<file path="src/rtl/inject_ctl_pkg.sv">
// Shared widths, defaults and flit payload type for the injection controller.
package inject_ctl_pkg;

    localparam int unsigned CONTROL_W        = 22;
    localparam int unsigned DATA_W           = 128;
    localparam int unsigned VALID_BIT        = 21;
    localparam int unsigned WAIT_W           = 5;
    localparam int unsigned CNT_W            = 16;
    localparam int unsigned DEF_DEPTH        = 4;
    localparam int unsigned DEF_STARVE_LIMIT = 16;

    localparam logic [WAIT_W-1:0] WAIT_MAX = 5'd31;

    typedef struct packed {
        logic [CONTROL_W-1:0] c;
        logic [DATA_W-1:0]    d;
    } flit_t;

    function automatic logic is_valid(input logic [CONTROL_W-1:0] c);
        return c[VALID_BIT];
    endfunction

endpackage

</file>
<file path="src/rtl/inject_ctl_if.sv">
// Core-side and router-local-port signals of the injection controller.
interface inject_ctl_if;
    import inject_ctl_pkg::*;

    logic                 core_in_valid;
    logic                 core_in_ready;
    logic [CONTROL_W-1:0] core_in_c;
    logic [DATA_W-1:0]    core_in_d;

    logic                 rtr_ready;
    logic [CONTROL_W-1:0] rtr_ci;
    logic [DATA_W-1:0]    rtr_di;
    logic [CONTROL_W-1:0] rtr_co;
    logic [DATA_W-1:0]    rtr_do;

    logic                 core_out_valid;
    logic [CONTROL_W-1:0] core_out_c;
    logic [DATA_W-1:0]    core_out_d;

    // Environment side: core and router.
    modport master (
        output core_in_valid, core_in_c, core_in_d, rtr_ready, rtr_co, rtr_do,
        input  core_in_ready, rtr_ci, rtr_di, core_out_valid, core_out_c, core_out_d
    );

    // Controller side.
    modport slave (
        input  core_in_valid, core_in_c, core_in_d, rtr_ready, rtr_co, rtr_do,
        output core_in_ready, rtr_ci, rtr_di, core_out_valid, core_out_c, core_out_d
    );

endinterface

</file>
<file path="src/rtl/inj_fifo.sv">
// Injection FIFO: flit storage, wrapping pointers and occupancy count.
module inj_fifo
    import inject_ctl_pkg::*;
#(
    parameter int unsigned DEPTH = DEF_DEPTH
) (
    input  logic                     clk,
    input  logic                     rst,
    input  logic                     i_push,
    input  flit_t                    i_wflit,
    input  logic                     i_pop,
    output flit_t                    o_head,
    output logic [$clog2(DEPTH):0]   o_count
);

    localparam int unsigned PTR_W = $clog2(DEPTH);
    localparam int unsigned OCC_W = $clog2(DEPTH) + 1;

    flit_t              r_mem [DEPTH];
    logic [PTR_W-1:0]   r_wr_ptr;
    logic [PTR_W-1:0]   r_rd_ptr;
    logic [OCC_W-1:0]   r_count;

    // Storage is deliberately left out of reset; only pointers define content.
    always_ff @(posedge clk) begin
        if (i_push) begin
            r_mem[r_wr_ptr] <= i_wflit;
        end
    end

    // Power-of-two depth lets the pointers wrap by natural overflow.
    always_ff @(posedge clk) begin
        if (!rst) begin
            r_wr_ptr <= '0;
            r_rd_ptr <= '0;
            r_count  <= '0;
        end else begin
            if (i_push) begin
                r_wr_ptr <= r_wr_ptr + PTR_W'(1);
            end
            if (i_pop) begin
                r_rd_ptr <= r_rd_ptr + PTR_W'(1);
            end
            if (i_push && !i_pop) begin
                r_count <= r_count + OCC_W'(1);
            end else if (!i_push && i_pop) begin
                r_count <= r_count - OCC_W'(1);
            end
        end
    end

    assign o_head  = r_mem[r_rd_ptr];
    assign o_count = r_count;

endmodule

</file>
<file path="src/rtl/inject_ctl.sv">
// Network-interface injection controller: queues core flits for the router local
// port, tracks head starvation and registers ejected flits back to the core.
module inject_ctl
    import inject_ctl_pkg::*;
#(
    parameter int unsigned DEPTH        = DEF_DEPTH,
    parameter int unsigned STARVE_LIMIT = DEF_STARVE_LIMIT
) (
    input  logic                     clk,
    input  logic                     rst,
    inject_ctl_if.slave              bus,
    output logic                     starve,
    output logic [$clog2(DEPTH):0]   occupancy,
    output logic [CNT_W-1:0]         inj_cnt,
    output logic [CNT_W-1:0]         ej_cnt
);

    localparam int unsigned       OCC_W     = $clog2(DEPTH) + 1;
    localparam logic [WAIT_W-1:0] STARVE_TH = WAIT_W'(STARVE_LIMIT);

    logic                 w_ready;
    logic                 w_inject;
    logic                 w_push;
    flit_t                w_wflit;
    flit_t                w_head;
    logic [CONTROL_W-1:0] w_ci;
    logic [DATA_W-1:0]    w_di;
    logic [WAIT_W-1:0]    w_wait_nxt;

    logic [WAIT_W-1:0]    r_wait;
    logic                 r_starve;
    logic [CNT_W-1:0]     r_inj_cnt;
    logic [CNT_W-1:0]     r_ej_cnt;
    logic                 r_out_valid;
    logic [CONTROL_W-1:0] r_out_c;
    logic [DATA_W-1:0]    r_out_d;

    // Handshake decisions use the pre-edge count; a full FIFO never bypasses.
    always_comb begin
        w_ready  = rst && (occupancy < OCC_W'(DEPTH));
        w_inject = rst && (occupancy != '0) && bus.rtr_ready;
        w_push   = w_ready && bus.core_in_valid && is_valid(bus.core_in_c);
        w_wflit  = '{c: bus.core_in_c, d: bus.core_in_d};
    end

    inj_fifo #(
        .DEPTH (DEPTH)
    ) u_fifo (
        .clk     (clk),
        .rst     (rst),
        .i_push  (w_push),
        .i_wflit (w_wflit),
        .i_pop   (w_inject),
        .o_head  (w_head),
        .o_count (occupancy)
    );

    // Injection path; the router sees the valid bit set on every presented flit.
    always_comb begin
        w_ci = '0;
        w_di = '0;
        if (w_inject) begin
            w_ci            = w_head.c;
            w_ci[VALID_BIT] = 1'b1;
            w_di            = w_head.d;
        end
    end

    always_comb begin
        w_wait_nxt = r_wait;
        if (w_inject || (occupancy == '0)) begin
            w_wait_nxt = '0;
        end else if (r_wait != WAIT_MAX) begin
            w_wait_nxt = r_wait + WAIT_W'(1);
        end
    end

    // Starve is registered from the next wait value so it tracks the counter.
    always_ff @(posedge clk) begin
        if (!rst) begin
            r_wait      <= '0;
            r_starve    <= 1'b0;
            r_inj_cnt   <= '0;
            r_ej_cnt    <= '0;
            r_out_valid <= 1'b0;
            r_out_c     <= '0;
            r_out_d     <= '0;
        end else begin
            r_wait   <= w_wait_nxt;
            r_starve <= (w_wait_nxt >= STARVE_TH);
            if (w_inject) begin
                r_inj_cnt <= r_inj_cnt + CNT_W'(1);
            end
            if (is_valid(bus.rtr_co)) begin
                r_ej_cnt    <= r_ej_cnt + CNT_W'(1);
                r_out_valid <= 1'b1;
                r_out_c     <= bus.rtr_co;
                r_out_d     <= bus.rtr_do;
            end else begin
                r_out_valid <= 1'b0;
                r_out_c     <= '0;
                r_out_d     <= '0;
            end
        end
    end

    assign bus.core_in_ready  = w_ready;
    assign bus.rtr_ci         = w_ci;
    assign bus.rtr_di         = w_di;
    assign bus.core_out_valid = r_out_valid;
    assign bus.core_out_c     = r_out_c;
    assign bus.core_out_d     = r_out_d;
    assign starve             = r_starve;
    assign inj_cnt            = r_inj_cnt;
    assign ej_cnt             = r_ej_cnt;

endmodule

</file>
<file path="src/flat_wrapper.sv">
// flat-port wrapper written by rule: the top's interface ports become plain ports
module inject_ctl_flat import inject_ctl_pkg::*;
#(
    parameter int unsigned DEPTH        = DEF_DEPTH,
    parameter int unsigned STARVE_LIMIT = DEF_STARVE_LIMIT
)
  (clk, rst, starve, occupancy, inj_cnt, ej_cnt, bus_core_in_valid, bus_core_in_c, bus_core_in_d, bus_rtr_ready, bus_rtr_co, bus_rtr_do, bus_core_in_ready, bus_rtr_ci, bus_rtr_di, bus_core_out_valid, bus_core_out_c, bus_core_out_d);
  inject_ctl_if bus_i ();
  input  logic clk;
  input  logic rst;
  output logic starve;
  output logic [$clog2(DEPTH):0] occupancy;
  output logic [CNT_W-1:0] inj_cnt;
  output logic [CNT_W-1:0] ej_cnt;
  input wire logic [$bits(bus_i.core_in_valid)-1:0] bus_core_in_valid;
  input wire logic [$bits(bus_i.core_in_c)-1:0] bus_core_in_c;
  input wire logic [$bits(bus_i.core_in_d)-1:0] bus_core_in_d;
  input wire logic [$bits(bus_i.rtr_ready)-1:0] bus_rtr_ready;
  input wire logic [$bits(bus_i.rtr_co)-1:0] bus_rtr_co;
  input wire logic [$bits(bus_i.rtr_do)-1:0] bus_rtr_do;
  output wire logic [$bits(bus_i.core_in_ready)-1:0] bus_core_in_ready;
  output wire logic [$bits(bus_i.rtr_ci)-1:0] bus_rtr_ci;
  output wire logic [$bits(bus_i.rtr_di)-1:0] bus_rtr_di;
  output wire logic [$bits(bus_i.core_out_valid)-1:0] bus_core_out_valid;
  output wire logic [$bits(bus_i.core_out_c)-1:0] bus_core_out_c;
  output wire logic [$bits(bus_i.core_out_d)-1:0] bus_core_out_d;
  assign bus_i.core_in_valid = bus_core_in_valid;
  assign bus_i.core_in_c = bus_core_in_c;
  assign bus_i.core_in_d = bus_core_in_d;
  assign bus_i.rtr_ready = bus_rtr_ready;
  assign bus_i.rtr_co = bus_rtr_co;
  assign bus_i.rtr_do = bus_rtr_do;
  assign bus_core_in_ready = bus_i.core_in_ready;
  assign bus_rtr_ci = bus_i.rtr_ci;
  assign bus_rtr_di = bus_i.rtr_di;
  assign bus_core_out_valid = bus_i.core_out_valid;
  assign bus_core_out_c = bus_i.core_out_c;
  assign bus_core_out_d = bus_i.core_out_d;
  inject_ctl #(.DEPTH(DEPTH), .STARVE_LIMIT(STARVE_LIMIT)) u_core (.clk(clk), .rst(rst), .bus(bus_i), .starve(starve), .occupancy(occupancy), .inj_cnt(inj_cnt), .ej_cnt(ej_cnt));
endmodule
</file>
<file path="config.mk">
export PLATFORM = sky130hd
export DESIGN_NAME = inject_ctl_flat
export DESIGN_NICKNAME = d
export VERILOG_FILES = /design/src/rtl/inject_ctl_pkg.sv /design/src/rtl/inject_ctl_if.sv /design/src/rtl/inj_fifo.sv /design/src/rtl/inject_ctl.sv /design/src/flat_wrapper.sv
export SDC_FILE = /design/constraint.sdc
export NUM_CORES = 1
export LEC_CHECK = 0
export CAP_MARGIN = 40
export CORE_AREA = 2 2 249 251
export DETAILED_ROUTE_END_ITERATION = 8
export DIE_AREA = 0 0 251 253
export PLACE_DENSITY = 0.84
export RECOVER_POWER = 100
export SLEW_MARGIN = 10
export SYNTH_ARGS = -nofsm -noshare
export SYNTH_HDL_FRONTEND = slang
export SYNTH_HIERARCHICAL = 1
export SYNTH_SLANG_ARGS = --single-unit
</file>
<file path="constraint.sdc">
create_clock -name clk -period 14.45 [get_ports clk]
set_input_delay 1.445 -clock clk [delete_from_list [all_inputs] [get_ports clk]]
set_output_delay 1.445 -clock clk [all_outputs]
set_load 0.02 [all_outputs]
</file>
* After elaboration in Yosys (flattened, before gate mapping) *
Memory sizes are Yosys's and may differ from the RTL's. A register that Yosys moved wholly into a read port is not among the register bits.
Cells that the tools add are included.

storage, ports and cells
  flip-flop bits (word level) = 196
  output and inout port bits = 338
  memories = 1
  word-level logic and storage cells = 48
  RAM bits = 600
  input bits = 304

memory list
  memory               depth  bits a word  rd ports  clocked after Yosys merged registers in  write ports  line            source
  u_core.u_fifo.r_mem  4      150          1         1                                        1            inj_fifo.sv:19  flit_t r_mem [DEPTH];

operators by class
  reduce and logical (&&, ||, !) cells = 14
  add/subtract/negate cells = 7
  magnitude comparators = 2
  muxes and demuxes = 12
  eq/ne operators = 1

operators with widths
  operator                                                   count
  2-to-1 mux 128 bit                                         1
  2-to-1 mux 22 bit                                          2
  adder 16 x 1 -> 16 bit (second input constant)             2
  2-to-1 mux 5 bit                                           2
  logical AND 1 bit                                          7
  2-to-1 mux 3 bit                                           2
  adder 5 x 1 -> 5 bit (second input constant)               1
  greater-or-equal comparator 5 bit (second input constant)  1
  != test 5 bit (second input constant)                      1
  adder 2 x 1 -> 2 bit (second input constant)               2
  2-to-1 mux 2 bit                                           2
  adder 3 x 1 -> 3 bit (second input constant)               1
  logical NOT 3 bit                                          1
  less-than comparator 3 bit (second input constant)         1
  2-to-1 mux 1 bit                                           3
  nonzero test 3 bit                                         1
  subtractor 3 x 1 -> 3 bit (second input constant)          1
  logical NOT 1 bit                                          2
  AND reduction 2 bit                                        1
  nonzero test 2 bit                                         1
  logical OR 1 bit                                           1

* Longest topological paths before layout *
Gate-level depths: netlist of run 1.

  depth in word-level cells = 8
  depth in mapped cells = 10
  mapped depth without buffers = 9

* Modules after synthesis *
Netlist of run 1, hierarchy kept.

by module, submodules not included
  module      times used  area an instance (um^2)  seq. area each (um^2)  cells each
  inj_fifo    1           22059.9                  18197.5                825
  inject_ctl  1           6765.2                   3743.6                 688

* Worst setup path before layout of run 1 *
No wires, ideal clock.

  path type = input to register
  start = input port rst
  end = memory u_core/u_fifo/r_mem[0][0] (netlist name), enable pin
  arrival time = 5.768 ns
  setup slack = 8.155 ns
  data required time = 13.923 ns
  library setup time = 0.527 ns
  buffers on the path = 1
  cell stages on the path = 5
  cells stage by stage = buf_2 > inv_2 > nor2_1 > and3_1 > and2_1

on the way
  cells in the longest elaborated chain, start to end = 5

ends and longest elaborated chain
  element                                 line                source
  from (decl)                             flat_wrapper.sv:10  input logic rst;
  logical AND 1 bit                       inject_ctl.sv:40    w_ready = rst && (occupancy < OCC_W'(DEPTH));
  via bus_core_in_ready                   flat_wrapper.sv:21  output wire logic [$bits(bus_i.core_in_ready)-1:0] bus_core_in_ready;
  logical AND 1 bit (2 in series)         inject_ctl.sv:42    w_push = w_ready && bus.core_in_valid && is_valid(bus.core_in_c);
  via u_core.w_push                       inject_ctl.sv:23    logic w_push;
  2-to-1 mux 1 bit                        inj_fifo.sv:26      if (i_push) begin
  2-to-1 mux 1 bit (implied by the code)  inj_fifo.sv:27      r_mem[r_wr_ptr] <= i_wflit;
  to (decl)                               inj_fifo.sv:19

The timed path passes the listed nets, and every way through them passes these cells.

* Worst setup path after layout of run 1 *
  start = input port rst
  end = memory u_core/u_fifo/r_mem[0][116] (netlist name), enable pin

on the way
  cells in the longest elaborated chain, start to end = 5

ends and longest elaborated chain
  element                                 line
  logical AND 1 bit                       inject_ctl.sv:40
  logical AND 1 bit (2 in series)         inject_ctl.sv:42
  via u_core.w_push                       inject_ctl.sv:23
  2-to-1 mux 1 bit                        inj_fifo.sv:26
  2-to-1 mux 1 bit (implied by the code)  inj_fifo.sv:27

The timed path passes the listed nets, and every way through them passes these cells.

==> results of run 1 <==
## sequential cells by signal, summed over array words and instances (netlist names), named ones only
| name | flops |
|---|---|
| u_core/bus.core_out_c | 21 |
| u_core/bus.core_out_d | 128 |
| u_core/bus.core_out_valid | 1 |
| u_core/ej_cnt | 16 |
| u_core/inj_cnt | 16 |
| u_core/r_wait | 5 |
| u_core/u_fifo/o_count | 3 |
| u_core/u_fifo/r_mem | 596 |
| u_core/u_fifo/r_rd_ptr | 2 |
| u_core/u_fifo/r_wr_ptr | 2 |
## through the flow
stage                     instances  cell area (µm²)
after floorplan                1508            28680
after global placement         2865            35770
after detailed placement       2868            35850
after CTS                      3012            38510
after global routing           3024            38530
final                          3036            38560
## area by class of cell
cell class / count / area [µm²]
tap: 790 / 988.4
clock inverter: 46 / 530.5
inverter: 7 / 27.53
antenna: 23 / 57.56
timing repair buffer: 662 / 6626
multi-input combinational: 618 / 6371
sequential: 792 / 21830
fill: 4132 / 22470
clock buffer: 98 / 2128
## layout by cell type, fill, tap and decap left out, drive strengths merged, types with 2 or more instances in the layout
cell type / count
edfxtp: 596
dlygate4sd3: 480
dfxtp: 196
and2: 160
clkdlybuf4s50: 159
and3: 155
mux4: 149
clkbuf: 104
clkinv: 32
nor2: 28
diode: 23
buf: 17
xor2: 15
xnor2: 15
nand4: 14
nand2: 13
nand3: 10
a21oi: 9
inv: 9
bufinv: 8
or3: 8
ha: 8
o21ai: 7
mux2i: 6
clkinvlp: 4
and4: 4
nor3: 3
nor4: 3
nand2b: 2
nor2b: 2
## worst max-delay path: stages
cell and delay [ns]:
clkbuf_1 2.13, buf_4 0.86, inv_1 0.75, nor2_1 0.33
and3_1 0.36, and2_4 0.76, clkbuf_1 2.26, buf_4 0.88
## worst paths after layout
check                                                            from                                     to  slack, ns
worst max-delay path                                              rst  u_core/u_fifo/r_mem[0][116]$_DFFE_PP_       4.68
worst min-delay path                      u_core/r_wait[4]$_SDFF_PN0_            u_core/r_wait[4]$_SDFF_PN0_       0.50
worst min register to register            u_core/r_wait[4]$_SDFF_PN0_            u_core/r_wait[4]$_SDFF_PN0_       0.50
worst max register to register  u_core/u_fifo/o_count[2]$_SDFFE_PN0P_  u_core/u_fifo/r_mem[0][116]$_DFFE_PP_       9.12
## power breakdown
group,internal [mW],switching (mW)
clock network,1.20,0.873
registers,2.49,0.0250
logic,0.255,0.266
## layer usage
| metal | vias up | track usage (%) |
|---|---|---|
| met4 | 14 | 7.517 |
| met2 | 733 | 41.49 |
| li1 | 7175 | - |
| met1 | 8412 | 33.68 |
| met5 | - | 0 |
| met3 | 138 | 6.425 |
==> results by group, run 1 <==
Outcome
  • Status: finished, violations left
  • Failing checks: capacitance limit, slew limit

Floorplan
  • DIE AREA: 63500 µm²
  • Row cnt: 91
  • I/O pins: 642
  • Core box area: 61030 µm²
  • Die Width: 251 µm
  • Starting density of the core: 47.00%
  • Die height: 253 µm

Detailed routing
  • DRT iter0 DRCs: 1277
  • DRC Markers: 0
  • Post-Route M1 WL: 32.80 mm
  • WL met2: 40.00 mm
  • Antenna viol nets, final: 0
  • Routed vias: 16472
  • Max Used Layer: met5
  • WL met3: 6.279 mm
  • Vias/cell: 5.426
  • First drt pass iteration count: 5
  • Wirelength, routed: 81.19 mm
  • Wirelength per Cell: 26.74 µm

GRT
  • Global route overflow: 0
  • Gr usage total: 25.33%
  • Global-route wire length before repair: 116.1 mm
  • Largest net degree at the start of global routing: 102
  • Number of global-route vias before repair: 16922
  • Initial antenna violation count: 32

Clock network
  • Post-CTS Hold Buffers: 0
  • H-tree Lvls: 3
  • Longest Clk Path Bufs: 3
  • Clk root buf: clkbuf_16
  • Sink Count: 792
  • CTS buffer count: 79
  • Clock transition at the registers of the reported paths: 0.05 ns
  • Clk_lat worst skew: 0.64 ns
  • Setup Buffers After CTS: 0
  • Cts repair resizes: 0
  • CTS tree: built

Job
  • Max Cap Viol: 5

Placement
  • Final GP Congestion: 1.061
  • Post-DP HPWL: 55.74 mm
  • Number of port buffers: 641
  • Pre-CTS setup slack: 7.876 ns

Cells and area
  • Area grow syn2layout: 34.43%
  • Final nets: 2473
  • Final Util: 63.18%
  • Layout cells sized above 1: 13.23%

Timing
  • Max Clock Skew: 0.02323 ns
  • Min Hold Slack: 0.4988 ns
  • Fin crit share: 67.60%
  • Final setup margin: 4.682 ns
  • Slew Limit Fails: 284
  • Max-slew headroom: -108.6%
  • Final Hold Vio Count: 0
  • RSZ-0062 raised after global routing: no
  • Setup TNS: 0 ns
  • Finish-stage setup viols: 0
  • Fmax: 102.4 MHz
  • Min cycle time layout: 9.768 ns
  • Worst-Margin Slew: 3.129 ns

Power
  • Maximum VDD drop: 0.1122 mV
  • PwrDens: 132.6 nW/µm²
  • P_leak: 14.26 nW
  • Tot Pwr: 5.113 mW

Min path
  • Hold WC Path Type: flip-flop to flip-flop
  • Hold path depth: 2

Setup path
  • Startpoint types: input port
  • Data required time at the worst endpoint: 14.69 ns
  • Crit Path Max Fanout: 85
  • Crit end category: flip-flop
  • Worst-case reg-to-reg path depth: 5
  • CP arrival: 10.01 ns
  • Crit Path Category: input port to flip-flop

Logic synthesis
  • Ys Warns: 6
  • Post-Syn Nets: 1821
  • Synthesized area: 28680 µm²
  • Avg Cell Area, Syn: 19.02 µm²
  • Syn Inst Count: 1508
No activity file was read; power rests on OpenSTA's default activity.
==> run 2, diff against run 1 <==
Settings changed: CORE_AREA 2 2 249 251 to 2 2 251 253, DIE_AREA 0 0 251 253 to 0 0 253 255, PLACE_DENSITY 0.84 to 0.83.
Clock period 14.45 ns to 10.25 ns, I/O delays scaled along.
==> run 2 against run 1 <==
Effect of this change: the run still ends with capacitance limit, slew limit left; global-route usage decreased by 2.1 points; cell count increased by 0.56%; power increased by 41%; core utilization decreased by 0.97 points; sequential share of layout area decreased by 0.16 points; final area increased by 0.29%; largest cell class unchanged; highest routed layer unchanged.
==> results by group, run 2 (same netlist as run 1, synthesis figures left out) <==
Timing
  • Slew Limit Fails: 168 (-41%)
  • Fin crit share: 70.42%
  • Final Hold Vio Count: 0 (unchanged)
  • Worst-Margin Slew: 3.161 ns (+0.03205 ns)
  • Max-slew headroom: -110.7% (-2.1 points)
  • RSZ-0062 raised after global routing: no
  • Min cycle time layout: 7.218 ns
  • Setup TNS: 0 ns (unchanged)
  • Finish-stage setup viols: 0 (unchanged)
  • Max Clock Skew: 0.01573 ns (-0.007508 ns)
  • Fmax: 138.5 MHz

Min path
  • Hold WC Path Type: flip-flop to flip-flop
  • Hold Path Sink: u_core/ej_cnt[15]$_SDFFE_PN0P_
  • Hold path depth: 2 (unchanged)
  • HP Start: u_core/ej_cnt[15]$_SDFFE_PN0P_

Clock network
  • Clk root buf: clkbuf_16
  • Sink Count: 792 (unchanged)
  • Clock transition at the registers of the reported paths: 0.06 ns (about the same)
  • CTS tree: built
  • Cts repair resizes: 0 (unchanged)
  • Post-CTS Hold Buffers: 0 (unchanged)
  • H-tree Lvls: 3 (unchanged)
  • CTS buffer count: 81 (+2.5%)
  • Longest Clk Path Bufs: 3 (unchanged)
  • Clk_lat worst skew: 0.62 ns (-0.02 ns)
  • Setup Buffers After CTS: 0 (unchanged)

Floorplan
  • Core box area: 62160 µm² (+1.9%)
  • Row cnt: 92 (+1.1%)
  • Die height: 255 µm (+0.79%)
  • Starting density of the core: 46.14% (-0.86 points)
  • Die Width: 253 µm (+0.80%)
  • DIE AREA: 64520 µm² (+1.6%)
  • I/O pins: 642 (unchanged)

Setup path
  • R2R Path End: u_core/u_fifo/r_mem[1][50]$_DFFE_PP_
  • Data required time at the worst endpoint: 9.23 ns (-5.46 ns)
  • Beginning of the worst register-to-register path: u_core/u_fifo/o_count[2]$_SDFFE_PN0P_
  • Worst R2R Setup Slack: 6.74 ns (-2.38 ns)
  • Crit end category: output pin
  • Startpoint types: input port
  • CP arrival: 6.19 ns (-3.82 ns)
  • Crit Path Max Fanout: 82 (-3.5%)
  • Crit Path Category: input port to output pin
  • Worst-case reg-to-reg path depth: 6 (+1)

Detailed routing
  • Wirelength, routed: 77.53 mm (-4.5%)
  • DRC Markers: 0 (unchanged)
  • DRT iter0 DRCs: 1058 (-17%)
  • Vias/cell: 5.345 (-1.5%)
  • First drt pass iteration count: 5 (unchanged)
  • Routed vias: 16319 (-0.93%)
  • Antenna viol nets, final: 0 (unchanged)
  • Wirelength per Cell: 25.39 µm (-5.0%)

Placement
  • Number of port buffers: 641 (unchanged)
  • Final GP Congestion: 0.9508 (-10%)
  • Post-DP HPWL: 53.49 mm (-4.0%)
  • Placed cell count: 2881 (+0.45%)

GRT
  • Number of global-route vias before repair: 16167 (-4.5%)
  • Global-route wire length before repair: 109.1 mm (-6.1%)
  • Initial antenna violation count: 41 (+28%)
  • Global route overflow: 0 (unchanged)
  • Largest net degree at the start of global routing: 85 (-17%)
  • Gr usage total: 23.25% (-2.1 points)

Cells and area
  • Final nets: 2478 (+0.20%)
  • Fillers: 4331 (+4.8%)
  • Largest register FFs: 596 (unchanged)
  • Most flops, register: u_core/u_fifo/r_mem
  • Commonest cells after routing, fill and taps aside: edfxtp_1 (596), dlygate4sd3_1 (482), dfxtp_1 (194)
  • Layout cells sized above 1: 13.70% (+0.48 points)
  • FF/Latch Area: 21830 µm² (unchanged)
  • Multi-input gate area: 6381 µm² (+0.16%)
  • Most common library cell in the layout ignoring fill and taps: edfxtp_1
  • Area grow syn2layout: 34.81%
  • Layout Cells excl Fill: 3053 (+0.56%)

Power
  • Maximum VDD drop: 0.1311 mV (+17%)
  • P_leak: 14.32 nW (+0.44%)
  • PwrDens: 186.0 nW/µm² (+40%)

Job
  • Max Cap Viol: 2 (-3)

Outcome
  • Failing checks: capacitance limit, slew limit
  • Status: finished, violations left
==> run 2: through the flow <==
step	power (mW)	hold slack, ns	utilization, %	instance area [µm²]	worst slack (ns)
global placement	4.357	0.4739	57.56	35780	4.964
floorplan	3.998	0.4882	-	28680	4.399
finish	7.192	0.4862	62.21	38670	3.032
detailed placement	4.382	0.4813	57.82	35940	4.933
global route	7.422	0.5042	62.18	38650	2.499
CTS	7.298	0.4907	62.14	38620	5.052
==> run 2: worst max-delay path by stage <==
stage                     start  cells after the start                                   end  slack [ns]
after floorplan             rst                      5   u_core/u_fifo/r_mem[0][0]$_DFFE_PP_        4.40
after global routing        rst                      6                       bus_rtr_di[124]        2.50
after CTS                   rst                      6                        bus_rtr_di[39]        5.05
final                       rst                      6                        bus_rtr_di[39]        3.03
after detailed placement    rst                      8  u_core/u_fifo/r_mem[0][77]$_DFFE_PP_        4.93
after global placement      rst                      7  u_core/u_fifo/r_mem[2][73]$_DFFE_PP_        4.96
==> run 2: cell type report <==
type / count / share of cell area, %
antenna: 21 / 0.1359
clock buffer: 109 / 5.860
clock inverter: 42 / 1.081
inverter: 7 / 0.07442
multi-input combinational: 618 / 16.50
sequential: 792 / 56.45
tap: 799 / 2.585
timing repair buffer: 665 / 17.31
==> run 2: routing by layer <==
| metal | wire length [µm] | global-route usage, % | vias to the layer above |
|---|---|---|---|
| met5 | 132 | 0 | - |
| met4 | 2070 | 7.439 | 20 |
| met3 | 5960 | 5.848 | 142 |
| met2 | 37100 | 36.37 | 694 |
| met1 | 32270 | 32.25 | 8268 |
| li1 | - | - | 7195 |
==> run 2: worst max-delay path, cell delays in order <==
cell           delay (ns)
clkbuf_1             2.17
o311ai_2             0.54
inv_4                0.74
buf_4                0.63
and2_1               0.25
dlygate4sd3_1        0.70
==> run 2: power breakdown <==
part / internal (mW) / leakage (nW) / switching [mW]
registers: 3.51 / 6.99 / 0.0367
clock network: 1.68 / 1.30 / 1.24
logic: 0.358 / 6.03 / 0.366
total: 5.55 / 14.3 / 1.64
